$ cat config.mk
export PLATFORM = sky130hd
export DESIGN_NAME = section_sequencer
export DESIGN_NICKNAME = d
export VERILOG_FILES = /design/src/rtl/section_sequencer.sv
export SDC_FILE = /design/constraint.sdc
export NUM_CORES = 1
export LEC_CHECK = 0
export CAP_MARGIN = 30
export CORE_MARGIN = 5
export CORE_UTILIZATION = 48
export DETAILED_ROUTE_END_ITERATION = 7
export PLACE_DENSITY = 0.78
export RECOVER_POWER = 100
export SLEW_MARGIN = 20
export SYNTH_ARGS = -nofsm -noshare
export SYNTH_HDL_FRONTEND = slang
export SYNTH_SLANG_ARGS = --single-unit
export TNS_END_PERCENT = 50
$ cat constraint.sdc
create_clock -name clk -period 3.1 [get_ports clk]
set_input_delay 0.93 -clock clk [delete_from_list [all_inputs] [get_ports clk]]
set_output_delay 0.93 -clock clk [all_outputs]
set_load 0.1 [all_outputs]
$ cat src/rtl/section_sequencer.sv
// Section sequencer for a 4-way interleaved ADC stream.
// Labels samples by sub-ADC section and gates coefficient swaps to frame edges.
module section_sequencer #(
   parameter int NUM_SECTIONS = 4,
   parameter int FRAME_W      = 16
) (
   input  logic               clk,
   input  logic               rst,
   input  logic               en_i,
   input  logic               sync_i,
   input  logic               sample_valid_i,
   input  logic               upd_req_i,
   output logic [1:0]         adc_section,
   output logic               section_valid_o,
   output logic               coeff_swap_o,
   output logic               upd_ack_o,
   output logic [FRAME_W-1:0] frame_cnt_o,
   output logic               misalign_o,
   output logic [1:0]         state_o
);

   localparam logic [1:0] S_IDLE  = 2'd0;
   localparam logic [1:0] S_ALIGN = 2'd1;
   localparam logic [1:0] S_RUN   = 2'd2;
   localparam logic [1:0] LAST    = 2'(NUM_SECTIONS - 1);

   logic [1:0] state;
   logic [1:0] cnt;
   logic       accept;
   logic [1:0] sec;
   logic       boundary;
   logic       realign;

   // Decide whether this cycle's sample is labelled, and with which section
   always_comb begin
      accept   = 1'b0;
      sec      = cnt;
      realign  = 1'b0;
      if (en_i && sample_valid_i) begin
         if (state == S_ALIGN) accept = sync_i;
         if (state == S_RUN)   accept = 1'b1;
      end
      if (sync_i) sec = 2'd0;
      if (state == S_RUN && accept && sync_i && cnt != 2'd0) realign = 1'b1;
      boundary = accept && (sec == LAST);
   end

   assign state_o = state;

   // Registered labelling, frame counting, swap grant and FSM
   always_ff @(posedge clk) begin
      if (rst) begin
         state           <= S_IDLE;
         cnt             <= 2'd0;
         adc_section     <= 2'd0;
         section_valid_o <= 1'b0;
         coeff_swap_o    <= 1'b0;
         upd_ack_o       <= 1'b0;
         frame_cnt_o     <= '0;
         misalign_o      <= 1'b0;
      end else begin
         section_valid_o <= accept;
         coeff_swap_o    <= boundary && upd_req_i;
         upd_ack_o       <= boundary && upd_req_i;
         if (accept) begin
            adc_section <= sec;
            cnt         <= (sec == LAST) ? 2'd0 : sec + 2'd1;
         end
         if (boundary) frame_cnt_o <= frame_cnt_o + 1'b1;
         if (realign) misalign_o <= 1'b1;
         case (state)
            S_IDLE: begin
               if (en_i) begin
                  state      <= S_ALIGN;
                  misalign_o <= 1'b0;
               end
            end
            S_ALIGN: begin
               if (!en_i) begin
                  state <= S_IDLE;
                  cnt   <= 2'd0;
               end else if (accept) begin
                  state <= S_RUN;
               end
            end
            S_RUN: begin
               if (!en_i) begin
                  state <= S_IDLE;
                  cnt   <= 2'd0;
               end
            end
            default: begin
               state <= S_IDLE;
               cnt   <= 2'd0;
            end
         endcase
      end
   end

endmodule
==> results.yml, run 1 <==
status:
  status: "completed"
yosys:
  yosys.area.top_type: "dfxtp_1"
  synthCells: 135
  synth_area_sq_um: 1190
  syn_nets: 147
  postSynthAreaPerCell_sq_um: 8.85
  synth_seq_area_share: 0.419
  synth_cell_type_count: 36
  synth.area.top_cells: "dfxtp_1 42%, ha_1 6.3%, a21oi_1 5.0%, or3_1 4.2%, nor2_1 3.5%"
  netlist.area_leader.share: 0.419
  ys_ff_latch: 25
  ys_warn_count: 0
sta:
  period_share: 0.929
  relSlewSlack: 0.217
  min_period_ns: 2.88
  setup_ws_ns: 0.219
  drv_slew: 0
  fmax_mhz: 347
  fin_tns_setup_ns: 0
  final_hold_viol_count: 0
  setup-violations-final: 0
  fin_skew_ns: 0.00581
  grt_setup_unrepaired: "no"
  worst_pin_slew_ns: 1.18
die:
  rows: 18
  dieArea_sq_um: 3590
  die_w_microns: 59.9
  die_h_microns: 59.9
  start_util: 0.491
  core_sq_um: 2430
  ios: 30
setup_path:
  ff2ff_setup_slack_ns: 0.92
  cp_slowest_stage_delay_ns: 0.61
  path_delay_family: "simple AND/OR/NAND/NOR gates"
  cp_num_buf_inv: 1
  path_cells: "clkdlybuf4s50_1 -> nor2b_1 -> ha_1 -> nand4_1 -> or4_1 -> or3_1 -> a21oi_1"
  worstReg2RegEnd: "frame_cnt_o[15]"
  arrival_ns: 3.14
  endpoint_kind: "flip-flop"
  crit_required_ns: 3.36
  crit_type: "in2reg"
  reg2reg_depth: 6
  crit_start: "sync_i"
  cp_max_fo: 7
  startpoint_type: "input pin"
  r2r_start: "cnt[1]"
  crit_slowest_cell: "or4_1"
job:
  cap_violations: 0
cells_and_area:
  syn_to_final_growth_pct: 17.1
  antennaDiodeCount: 0
  layout-drive-gt1-share: 0.0536
  layout.cells.non_filler: 198
  final_cell_mix: "27 x clkbuf_1, 25 x dfxtp_1, 12 x a21oi_1, 11 x nor2_1, 8 x or3_1"
  utilization: 0.575
  num-nets-final: 181
  design_area_sq_um: 1400
  mostFrequentLayoutCell: "clkbuf_1"
route:
  viasPerCell: 5.61
  drtIter0Drc: 19
  drc: 0
  wl_microns: 2820
  drt-pass1-iter-count: 4
  vias: 1110
  postRouteAntennaNets: 0
  wire_per_inst_microns: 14.2
clock_tree:
  h-tree-depth: 1
  holdBufCountCts: 0
  postCtsSetupRepairBufs: 0
  cts-buffers-inserted: 3
  clock_tree.root_cell: "clkbuf_4"
  cts.reportedPaths.clkPinSlew_ns: 0.14
  clk_path_buf_depth: 2
  clkLatencyLatePin_ns: 0.32
  cts-resized-gates: 0
  tritoncts: "built"
  cts_num_sinks: 25
place:
  preCtsSetupSlack_ns: -0.0724
  io_buffers: 29
  dpl.cell_count: 194
  placed_area_sq_um: 1480
  dp_hpwl_microns: 2180
  globalplace.congestion: 0.769
global_routing:
  grt_pass1_vias: 1082
  grt_first_pass_wirelength_microns: 4830
  grt_start_max_net_pins: 18
  grt_overflow: 0
  antenna_found_initial: 0
  grt.total_usage: 0.174
power:
  vdd_ir_drop_max_mv: 0.259
  power-per-cell-area_nw_per_um2: 410
  leakage_nw: 0.469
min_path:
  min_path_type: "reg2reg"
  min_from: "misalign_o"
  hold_end: "misalign_o"
  whs_path_depth: 2
[synth_stat cells]
| cell | n |
|---|---|
| and4_1 | 1 |
| nand2b_1 | 1 |
| and2_1 | 2 |
| xor2_1 | 3 |
| inv_1 | 5 |
| dfxtp_1 | 25 |
| or4_1 | 3 |
| a21oi_1 | 12 |
| buf_4 | 2 |
| mux2i_1 | 3 |
| o31ai_1 | 1 |
| a21oi_2 | 1 |
| o2111ai_1 | 1 |
| nand2_1 | 6 |
| nand4bb_1 | 1 |
| nor2_1 | 11 |
| a221oi_1 | 1 |
| nand4_1 | 5 |
| nor3b_1 | 1 |
| and3_1 | 1 |
| a211oi_1 | 1 |
| a21o_1 | 1 |
| a31oi_1 | 2 |
| ha_1 | 6 |
| or3_1 | 8 |
| a31o_2 | 1 |
| buf_2 | 1 |
| nand3b_1 | 3 |
| nor2b_1 | 3 |
| nand3_1 | 7 |
| nand4_2 | 1 |
| clkbuf_1 | 3 |
| o21ai_1 | 1 |
| nor4_1 | 2 |
| o21ai_0 | 6 |
| xnor2_1 | 3 |
[cell families (layout without fill, tap and decap cells)]
group,after synthesis,count (layout),share of synthesized area
and+or+nand+nor,56,56,0.269
adders and majority gates,6,6,0.0628
xor gates and xnor gates,6,6,0.0440
DFF,25,25,0.419
AOI/OAI and AO/OA,28,28,0.138
buffers and inverters,11,44,0.0419
muxes,3,3,0.0251
[state kept, by name (all words and copies together) (netlist names)]
| register | count |
|---|---|
| cnt | 2 |
| adc_section | 2 |
| upd_ack_o | 1 |
| misalign_o | 1 |
| frame_cnt_o | 16 |
| section_valid_o | 1 |
| state_o | 2 |
[cell type report]
type | instances | area [sq um]
sequential | 25 | 500
inverter | 5 | 18.8
clock buffer | 4 | 26.3
timing repair buffer | 35 | 178
tap | 30 | 37.5
multi-input combinational | 99 | 638
fill | 258 | 1030
[routing by layer]
metal	share of wire	GRT usage	vias up	wire length [microns]
met1	0.43	0.215	523	1220
met5	0	0	-	0
met3	0.052	0.0281	4	146
li1	-	-	550	-
met2	0.50	0.299	33	1420
met4	0.010	0.0696	0	29
[metrics by stage]
step                hold WS [ns]  power, W
finish                     0.512  0.000574
CTS                        0.513  0.000581
global placement           0.455  0.000431
floorplan                  0.476  0.000407
global route               0.548  0.000599
detailed placement         0.490  0.000436
[how the worst max path moves through the flow]
stage                                 end  slack (ns)  cells past startpoint
final                     frame_cnt_o[15]        0.22                      7
after global placement    frame_cnt_o[15]        0.08                      7
after CTS                 frame_cnt_o[15]        0.28                      7
after floorplan           frame_cnt_o[15]        0.43                      7
after detailed placement  frame_cnt_o[15]       -0.07                      7
after global routing      frame_cnt_o[15]        0.06                      7
[worst reg2reg max path, stage by stage, from the launching register on]
cell and delay, ns:
dfxtp_1 0.37, nor2b_1 0.28, ha_1 0.22, nand4_1 0.12, or4_1 0.61, or3_1 0.39, a21oi_1 0.14
[report_power, final]
group	leakage [nW]	switching (W)	internal (W)
registers	0.202	0.00000658	0.000326
logic	0.252	0.0000643	0.0000279
clock network	0.0150	0.0000990	0.0000504
total	0.469	0.000170	0.000404
Note: power is estimated with default switching activity, not from simulation.
==> inputs of run 2 (changes only) <==
--- a/config.mk
+++ b/config.mk
@@ -15,4 +15,4 @@
 export SYNTH_ARGS = -nofsm -noshare
 export SYNTH_HDL_FRONTEND = slang
 export SYNTH_SLANG_ARGS = --single-unit
-export TNS_END_PERCENT = 50
+export TNS_END_PERCENT = 1
==> results of run 2 <==
The final DEF is identical to that of run 1; final timing and power are the same.
